### config.mk
export PLATFORM = sky130hd
export DESIGN_NAME = ahb_lite_master_flat
export DESIGN_NICKNAME = d
export VERILOG_FILES = /design/src/rtl/ahb_lite_master_if.sv /design/src/rtl/ahb_lite_master.sv /design/src/flat_wrapper.sv
export SDC_FILE = /design/constraint.sdc
export NUM_CORES = 1
export LEC_CHECK = 0
export CAP_MARGIN = 40
export CORE_ASPECT_RATIO = 0.75
export CORE_MARGIN = 8
export CORE_UTILIZATION = 44
export CTS_CLUSTER_SIZE = 30
export DETAILED_ROUTE_END_ITERATION = 8
export GPL_TIMING_DRIVEN = 1
export PLACE_DENSITY_LB_ADDON = 0.08
export SLEW_MARGIN = 20
export SYNTH_ARGS = -nofsm -noshare
export SYNTH_HDL_FRONTEND = slang
export SYNTH_SLANG_ARGS = --single-unit
### constraint.sdc
create_clock -name HCLK -period 4.8 [get_ports HCLK]
set_input_delay 0.72 -clock HCLK [delete_from_list [all_inputs] [get_ports HCLK]]
set_output_delay 0.72 -clock HCLK [all_outputs]
set_load 0.005 [all_outputs]
### src/rtl/ahb_lite_master_if.sv
// AHB-Lite master bundle: command port, write/read beat streams,
// completion status and the AHB-Lite bus itself.
interface ahb_lite_master_if;
  logic        cmd_valid;
  logic        cmd_ready;
  logic        cmd_write;
  logic [31:0] cmd_addr;
  logic [2:0]  cmd_size;
  logic [1:0]  cmd_burst;
  logic        wdata_valid;
  logic [31:0] wdata;
  logic        wdata_ready;
  logic [31:0] rdata;
  logic        rdata_valid;
  logic        done;
  logic        done_err;
  logic [31:0] HADDR;
  logic        HWRITE;
  logic [2:0]  HSIZE;
  logic [2:0]  HBURST;
  logic [3:0]  HPROT;
  logic [1:0]  HTRANS;
  logic        HMASTERLOCK;
  logic [31:0] HWDATA;
  logic [31:0] HRDATA;
  logic        HREADY;
  logic        HRESP;

  modport master (
    input  cmd_valid, cmd_write, cmd_addr, cmd_size, cmd_burst,
    input  wdata_valid, wdata,
    input  HRDATA, HREADY, HRESP,
    output cmd_ready, wdata_ready, rdata, rdata_valid, done, done_err,
    output HADDR, HWRITE, HSIZE, HBURST, HPROT, HTRANS, HMASTERLOCK,
    output HWDATA
  );

  modport slave (
    output cmd_valid, cmd_write, cmd_addr, cmd_size, cmd_burst,
    output wdata_valid, wdata,
    output HRDATA, HREADY, HRESP,
    input  cmd_ready, wdata_ready, rdata, rdata_valid, done, done_err,
    input  HADDR, HWRITE, HSIZE, HBURST, HPROT, HTRANS, HMASTERLOCK,
    input  HWDATA
  );
endinterface

### src/rtl/ahb_lite_master.sv
// AHB-Lite burst master: turns one command into SINGLE/INCRn beats,
// with write back-pressure via BUSY and two-cycle ERROR handling.
module ahb_lite_master (
  input  logic              HCLK,
  input  logic              HRESETn,
  ahb_lite_master_if.master bus
);
  typedef enum logic [1:0] {
    S_IDLE, S_ADDR, S_DATA, S_ERR
  } state_e;

  localparam logic [1:0] T_IDLE = 2'b00;
  localparam logic [1:0] T_BUSY = 2'b01;
  localparam logic [1:0] T_NSEQ = 2'b10;
  localparam logic [1:0] T_SEQ  = 2'b11;

  state_e      state_q, state_d;
  logic [31:0] haddr_q, haddr_d;
  logic [31:0] hwdata_q, hwdata_d;
  logic [31:0] rdata_q, rdata_d;
  logic [1:0]  htrans_q, htrans_d;
  logic        hwrite_q, hwrite_d;
  logic [2:0]  hsize_q, hsize_d;
  logic [2:0]  hburst_q, hburst_d;
  logic [4:0]  rem_q, rem_d;
  logic        dp_q, dp_d;
  logic        rv_q, rv_d;
  logic        done_q, done_d;
  logic        derr_q, derr_d;
  logic        live_q, live_d;

  logic [4:0]  nbeats;
  logic [2:0]  burst_enc;
  logic [31:0] last_addr;
  logic        misalign;
  logic        bad;
  logic        accept;
  logic        err_hit;
  logic        wready;
  logic [31:0] step;

  always_comb begin
    nbeats    = 5'd1;
    burst_enc = 3'b000;
    unique case (bus.cmd_burst)
      2'd0: begin nbeats = 5'd1;  burst_enc = 3'b000; end
      2'd1: begin nbeats = 5'd4;  burst_enc = 3'b011; end
      2'd2: begin nbeats = 5'd8;  burst_enc = 3'b101; end
      2'd3: begin nbeats = 5'd16; burst_enc = 3'b111; end
    endcase
  end

  assign last_addr = bus.cmd_addr
                   + (32'(nbeats - 5'd1) << bus.cmd_size);
  assign misalign  = (bus.cmd_size == 3'd1 && bus.cmd_addr[0])
                   || (bus.cmd_size == 3'd2
                       && bus.cmd_addr[1:0] != 2'b00);
  assign bad       = (bus.cmd_size > 3'd2) || misalign
                   || (last_addr[31:10] != bus.cmd_addr[31:10]);

  assign bus.cmd_ready = live_q && state_q == S_IDLE && !done_q;
  assign accept  = bus.cmd_valid && bus.cmd_ready;
  assign err_hit = dp_q && bus.HRESP;
  assign step    = 32'd1 << hsize_q;

  always_comb begin
    state_d  = state_q;
    haddr_d  = haddr_q;
    hwdata_d = hwdata_q;
    rdata_d  = rdata_q;
    htrans_d = htrans_q;
    hwrite_d = hwrite_q;
    hsize_d  = hsize_q;
    hburst_d = hburst_q;
    rem_d    = rem_q;
    dp_d     = dp_q;
    rv_d     = 1'b0;
    done_d   = 1'b0;
    derr_d   = 1'b0;
    live_d   = 1'b1;
    wready   = 1'b0;
    unique case (state_q)
      S_IDLE: begin
        if (accept && bad) begin
          done_d = 1'b1;
          derr_d = 1'b1;
        end else if (accept) begin
          state_d  = S_ADDR;
          haddr_d  = bus.cmd_addr;
          hwrite_d = bus.cmd_write;
          hsize_d  = bus.cmd_size;
          hburst_d = burst_enc;
          rem_d    = nbeats;
          dp_d     = 1'b0;
          htrans_d = (!bus.cmd_write || bus.wdata_valid)
                   ? T_NSEQ : T_IDLE;
        end
      end
      S_ADDR, S_DATA: begin
        if (err_hit) begin
          // cancel whatever address phase is on the bus
          htrans_d = T_IDLE;
          if (bus.HREADY) begin
            state_d = S_IDLE;
            dp_d    = 1'b0;
            done_d  = 1'b1;
            derr_d  = 1'b1;
          end else begin
            state_d = S_ERR;
          end
        end else if (bus.HREADY) begin
          if (dp_q && !hwrite_q) begin
            rdata_d = bus.HRDATA;
            rv_d    = 1'b1;
          end
          dp_d = 1'b0;
          if (state_q == S_DATA) begin
            done_d  = 1'b1;
            state_d = S_IDLE;
          end else if (htrans_q[1]) begin
            wready  = hwrite_q;
            if (hwrite_q) hwdata_d = bus.wdata;
            dp_d    = 1'b1;
            haddr_d = haddr_q + step;
            rem_d   = rem_q - 5'd1;
            if (rem_q == 5'd1) begin
              htrans_d = T_IDLE;
              state_d  = S_DATA;
            end else begin
              htrans_d = (!hwrite_q || bus.wdata_valid)
                       ? T_SEQ : T_BUSY;
            end
          end else if (bus.wdata_valid) begin
            htrans_d = (htrans_q == T_IDLE) ? T_NSEQ : T_SEQ;
          end
        end
      end
      S_ERR: begin
        htrans_d = T_IDLE;
        if (bus.HREADY) begin
          state_d = S_IDLE;
          dp_d    = 1'b0;
          done_d  = 1'b1;
          derr_d  = 1'b1;
        end
      end
    endcase
  end

  always_ff @(posedge HCLK or negedge HRESETn) begin
    if (!HRESETn) begin
      state_q  <= S_IDLE;
      haddr_q  <= '0;
      hwdata_q <= '0;
      rdata_q  <= '0;
      htrans_q <= T_IDLE;
      hwrite_q <= 1'b0;
      hsize_q  <= '0;
      hburst_q <= '0;
      rem_q    <= '0;
      dp_q     <= 1'b0;
      rv_q     <= 1'b0;
      done_q   <= 1'b0;
      derr_q   <= 1'b0;
      live_q   <= 1'b0;
    end else begin
      state_q  <= state_d;
      haddr_q  <= haddr_d;
      hwdata_q <= hwdata_d;
      rdata_q  <= rdata_d;
      htrans_q <= htrans_d;
      hwrite_q <= hwrite_d;
      hsize_q  <= hsize_d;
      hburst_q <= hburst_d;
      rem_q    <= rem_d;
      dp_q     <= dp_d;
      rv_q     <= rv_d;
      done_q   <= done_d;
      derr_q   <= derr_d;
      live_q   <= live_d;
    end
  end

  assign bus.wdata_ready = wready;
  assign bus.rdata       = rdata_q;
  assign bus.rdata_valid = rv_q;
  assign bus.done        = done_q;
  assign bus.done_err    = derr_q;
  assign bus.HADDR       = haddr_q;
  assign bus.HWRITE      = hwrite_q;
  assign bus.HSIZE       = hsize_q;
  assign bus.HBURST      = hburst_q;
  assign bus.HPROT       = 4'b0011;
  assign bus.HTRANS      = htrans_q;
  assign bus.HMASTERLOCK = 1'b0;
  assign bus.HWDATA      = hwdata_q;
endmodule

### src/flat_wrapper.sv
// flat-port wrapper written by rule: the top's interface ports become plain ports
module ahb_lite_master_flat 
  (HCLK, HRESETn, bus_cmd_valid, bus_cmd_write, bus_cmd_addr, bus_cmd_size, bus_cmd_burst, bus_wdata_valid, bus_wdata, bus_HRDATA, bus_HREADY, bus_HRESP, bus_cmd_ready, bus_wdata_ready, bus_rdata, bus_rdata_valid, bus_done, bus_done_err, bus_HADDR, bus_HWRITE, bus_HSIZE, bus_HBURST, bus_HPROT, bus_HTRANS, bus_HMASTERLOCK, bus_HWDATA);
  ahb_lite_master_if bus_i ();
  input  logic HCLK;
  input  logic HRESETn;
  input wire logic [$bits(bus_i.cmd_valid)-1:0] bus_cmd_valid;
  input wire logic [$bits(bus_i.cmd_write)-1:0] bus_cmd_write;
  input wire logic [$bits(bus_i.cmd_addr)-1:0] bus_cmd_addr;
  input wire logic [$bits(bus_i.cmd_size)-1:0] bus_cmd_size;
  input wire logic [$bits(bus_i.cmd_burst)-1:0] bus_cmd_burst;
  input wire logic [$bits(bus_i.wdata_valid)-1:0] bus_wdata_valid;
  input wire logic [$bits(bus_i.wdata)-1:0] bus_wdata;
  input wire logic [$bits(bus_i.HRDATA)-1:0] bus_HRDATA;
  input wire logic [$bits(bus_i.HREADY)-1:0] bus_HREADY;
  input wire logic [$bits(bus_i.HRESP)-1:0] bus_HRESP;
  output wire logic [$bits(bus_i.cmd_ready)-1:0] bus_cmd_ready;
  output wire logic [$bits(bus_i.wdata_ready)-1:0] bus_wdata_ready;
  output wire logic [$bits(bus_i.rdata)-1:0] bus_rdata;
  output wire logic [$bits(bus_i.rdata_valid)-1:0] bus_rdata_valid;
  output wire logic [$bits(bus_i.done)-1:0] bus_done;
  output wire logic [$bits(bus_i.done_err)-1:0] bus_done_err;
  output wire logic [$bits(bus_i.HADDR)-1:0] bus_HADDR;
  output wire logic [$bits(bus_i.HWRITE)-1:0] bus_HWRITE;
  output wire logic [$bits(bus_i.HSIZE)-1:0] bus_HSIZE;
  output wire logic [$bits(bus_i.HBURST)-1:0] bus_HBURST;
  output wire logic [$bits(bus_i.HPROT)-1:0] bus_HPROT;
  output wire logic [$bits(bus_i.HTRANS)-1:0] bus_HTRANS;
  output wire logic [$bits(bus_i.HMASTERLOCK)-1:0] bus_HMASTERLOCK;
  output wire logic [$bits(bus_i.HWDATA)-1:0] bus_HWDATA;
  assign bus_i.cmd_valid = bus_cmd_valid;
  assign bus_i.cmd_write = bus_cmd_write;
  assign bus_i.cmd_addr = bus_cmd_addr;
  assign bus_i.cmd_size = bus_cmd_size;
  assign bus_i.cmd_burst = bus_cmd_burst;
  assign bus_i.wdata_valid = bus_wdata_valid;
  assign bus_i.wdata = bus_wdata;
  assign bus_i.HRDATA = bus_HRDATA;
  assign bus_i.HREADY = bus_HREADY;
  assign bus_i.HRESP = bus_HRESP;
  assign bus_cmd_ready = bus_i.cmd_ready;
  assign bus_wdata_ready = bus_i.wdata_ready;
  assign bus_rdata = bus_i.rdata;
  assign bus_rdata_valid = bus_i.rdata_valid;
  assign bus_done = bus_i.done;
  assign bus_done_err = bus_i.done_err;
  assign bus_HADDR = bus_i.HADDR;
  assign bus_HWRITE = bus_i.HWRITE;
  assign bus_HSIZE = bus_i.HSIZE;
  assign bus_HBURST = bus_i.HBURST;
  assign bus_HPROT = bus_i.HPROT;
  assign bus_HTRANS = bus_i.HTRANS;
  assign bus_HMASTERLOCK = bus_i.HMASTERLOCK;
  assign bus_HWDATA = bus_i.HWDATA;
  ahb_lite_master u_core (.HCLK(HCLK), .HRESETn(HRESETn), .bus(bus_i));
endmodule
==> metrics.txt <==
CTS tree built; die area 24760 µm²; Netlist cell types 85; GR peak layer met1; min Tclk post-route 4.593 ns; Worst path depth 20; FILL cells 1669; relative slew slack 0.3898; Buf/Inv on CP 6; chip height 138.3 µm; met1 Use GR 0.3980; starting density of the core 0.4515; CP Capture Type flip-flop; Antenna Violating Nets Remaining 0; TritonRoute pass-1 iters 6; slowest library cell on the worst path or3_4; Register-to-Register Path Depth 15; drc violations 0; CP dominant cell by count buf_4; Setup CP Type input pin to flip-flop; RSZ-0062 raised after global routing false; asr flop ratio synth 1.000; Final Cycle Share 0.9569; WL per Instance 20.50 µm; clock-pin slew on the worst setup and hold paths around 0.060 ns; Non-Filler Instances about 1600; Pwr Total 3.097 mW; final hold viol count 0; Max Clock Freq 0.2177 GHz; CP Max Fanout 13; Overflow after GRT 0; CP Launch Type input pin; Post-synth EDFFs 0; Setup Viol. Count Final 0; vias per cell 5.773; power per cell area 241.2 nW/µm²; sequential share of the synthesized area 0.3337; Yosys top cell by area dfrtp_1; Total GRT Usage 0.2682; most common cell in the netlist nand2_1; Yosys top cell area share 0.3337; delay-heaviest family, CP simple AND/OR/NAND/NOR gates; Max VDD drop 170.1 µV; number of global-route vias before repair 9085; cts hold-fix bufs 0; I/O Pins 223; CP required about 5.1 ns; area grow syn2layout 46.36%; status complete, no violations; synth warn 0; worst-skew pair later-pin latency 0.42 ns; drt total wl 33810 µm; met3 usage 0.1015; # nets final 1538; port bufs 217; Antenna Cells 0; post-synthesis register bit count roughly 120; core area around 19000 µm²; Max Clock Skew 0.01394 ns; max_cap viols 0; first-pass GRT wire length ~52000 µm; met2 Resource Use GR 0.3667; clock buffer depth 2; row count 44; GP Congestion 0.9967; Initial DRC Count 901; worst-path cell chain clkdlybuf4s50_1 > buf_4 > buf_4 > nor2_1 > nor2_1 > ha_1 > buf_4 > nand4_1 > or3_4 > a2bb2oi_2 > o21ai_2 > mux2i_1 > o2111ai_2 > nor4_2 > buf_4 > and4b_2 > buf_4 > mux2i_1 > a2bb2oi_1 > o41ai_1; P_leak 5.656 nW; prevailing post-synth register cell dfrtp_1; arrival time worst endpoint 4.87 ns; largest net degree at the start of global routing 52; share of cells above drive strength 1 0.1769; cts bufs inserted 17; Final Util 0.6608; worst hold path type input pin to async pin; root buffer cell clkbuf_16; commonest cells in the netlist nand2_1 (185), dfrtp_1 (117), a21oi_1 (78); initial antenna violation count 0; Slew @ Worst Pin 0.9058 ns; via count 9520; DIE WIDTH about 180 µm; CTS H-tree depth 4; Inst Count DP 1613; cell area after synthesis 8773 µm²; final instance area ~13000 µm²; Final Max Slew Viols 0; Synth Area per Inst 8.308 µm²; Synth area leaders dfrtp_1 (33%), nand2_1 (7.9%), ha_1 (6.4%), mux2_2 (5.8%), a21oi_1 (4.4%); Syn Inst Count 1056; Post-DP Area 11980 µm²; Slowest Stage Delay on Critical Path around 0.43 ns; CTS Sinks 117; HPWL after DPL 26880 µm
## area by class of cell
class / instances / area, µm² / share of cell area
clock buffers: 17 / 425.4 / 0.03313
repair buffers: 339 / 3117 / 0.2427
flip-flops and latches: 117 / 2928 / 0.2280
well taps: 253 / 316.6 / 0.02465
multi-input cells: 876 / 5705 / 0.4443
inverters: 33 / 123.9 / 0.009646
clock inverters: 14 / 225.2 / 0.01754
## worst register-to-register path, stage by stage, from the launching register on
cell      delay [ns]
dfrtp_1         0.51
nor3_1          0.24
ha_1            0.21
inv_1           0.06
fa_1            0.38
nor2b_1         0.17
o21ai_0         0.16
a21oi_1         0.24
o21a_1          0.20
o211ai_1        0.21
nor2_1          0.41
nand4_1         0.34
o21ai_0         0.26
a21oi_1         0.09
a41o_1          0.22
a21oi_1         0.17
## layer usage
metal,wire (µm),vias to the layer above,share of wire
met3,4064,24,0.12
li1,-,4504,-
met1,15760,4518,0.47
met2,13730,474,0.41
met5,0,-,0
met4,255,0,0.0075
## logic make-up after synthesis
| logic type | Yosys count | share of synthesized area |
|---|---|---|
| mux | 59 | 0.07373 |
| other cells | 2 | 0.0008560 |
| simple gates | 421 | 0.2289 |
| xor+xnor | 31 | 0.03095 |
| fa+ha+maj | 46 | 0.06646 |
| buf+inv | 87 | 0.04492 |
| compound gates | 293 | 0.2205 |
| flops | 117 | 0.3337 |
## power breakdown
part           leakage [nW]  internal [mW]  switching [mW]
Sequential             1.60          0.999         0.00606
Clock                 0.318          0.926           0.484
Combinational          3.74          0.315           0.367
## placed cells by master (no fill, tap or decap), types with 11 or more instances in the layout
master / netlist / routed
a211oi_1: 13 / 12
a21oi_1: 78 / 73
buf_4: 9 / 121
clkbuf_16: 0 / 17
clkdlybuf4s50_1: 0 / 213
conb_1: 2 / 26
dfrtp_1: 117 / 117
ha_1: 45 / 43
inv_1: 33 / 33
mux2_2: 45 / 45
mux2i_1: 14 / 14
nand2_1: 185 / 185
nand3_1: 27 / 27
nand4_1: 19 / 19
nor2_1: 64 / 64
nor3_1: 29 / 28
nor4_1: 16 / 11
o211ai_1: 12 / 12
o21a_1: 22 / 21
o21ai_0: 55 / 50
o21ai_1: 14 / 18
o22ai_1: 12 / 12
xnor2_1: 15 / 14
xor2_1: 16 / 15
## through the flow
stage	setup slack (ns)	hold slack (ns)	TNS, ns
6_report	0.2069	0.3553	0
4_1_cts	0.01861	0.3724	0
2_1_floorplan	0.3594	0.4244	0
3_5_place_dp	-0.4207	0.4609	-15.38
3_3_place_gp	-0.3496	0.4563	-12.97
5_1_grt	0.03198	0.4019	0
## worst paths after layout
| kind | slack [ns] | end | from |
|---|---|---|---|
| hold / removal | 0.36 | u_core.bus.HADDR[18]$_DFFE_PN0P_ | HRESETn |
| setup / recovery | 0.21 | u_core.bus.HADDR[27]$_DFFE_PN0P_ | bus_cmd_size[0] |
| max in group asynchronous | 3.50 | u_core.rem_q[1]$_DFFE_PN0P_ | HRESETn |
| hold reg to reg | 0.47 | u_core.bus.rdata[19]$_DFFE_PN0P_ | u_core.bus.rdata[19]$_DFFE_PN0P_ |
| setup reg to reg | 0.83 | u_core.bus.HADDR[24]$_DFFE_PN0P_ | u_core.bus.HSIZE[1]$_DFFE_PN0P_ |
| min in group HCLK | 0.47 | u_core.bus.rdata[19]$_DFFE_PN0P_ | u_core.bus.rdata[19]$_DFFE_PN0P_ |
## what timing repair did
item                                    4_1_cts  5_1_grt
resized for setup                             3       36
pin swaps                                     1       11
endpoints found under the setup margin        3       48
buffers inserted                              1        4
## state kept, by name, summed over array words and instances, names as in the netlist, 2 cells and up
register           flops
u_core.state_q         2
u_core.bus.HADDR      32
u_core.bus.rdata      32
u_core.bus.HSIZE       3
u_core.rem_q           5
u_core.bus.HWDATA     32
u_core.bus.HTRANS      2
u_core.bus.HBURST      3
Power figures use the tool's default switching activity.
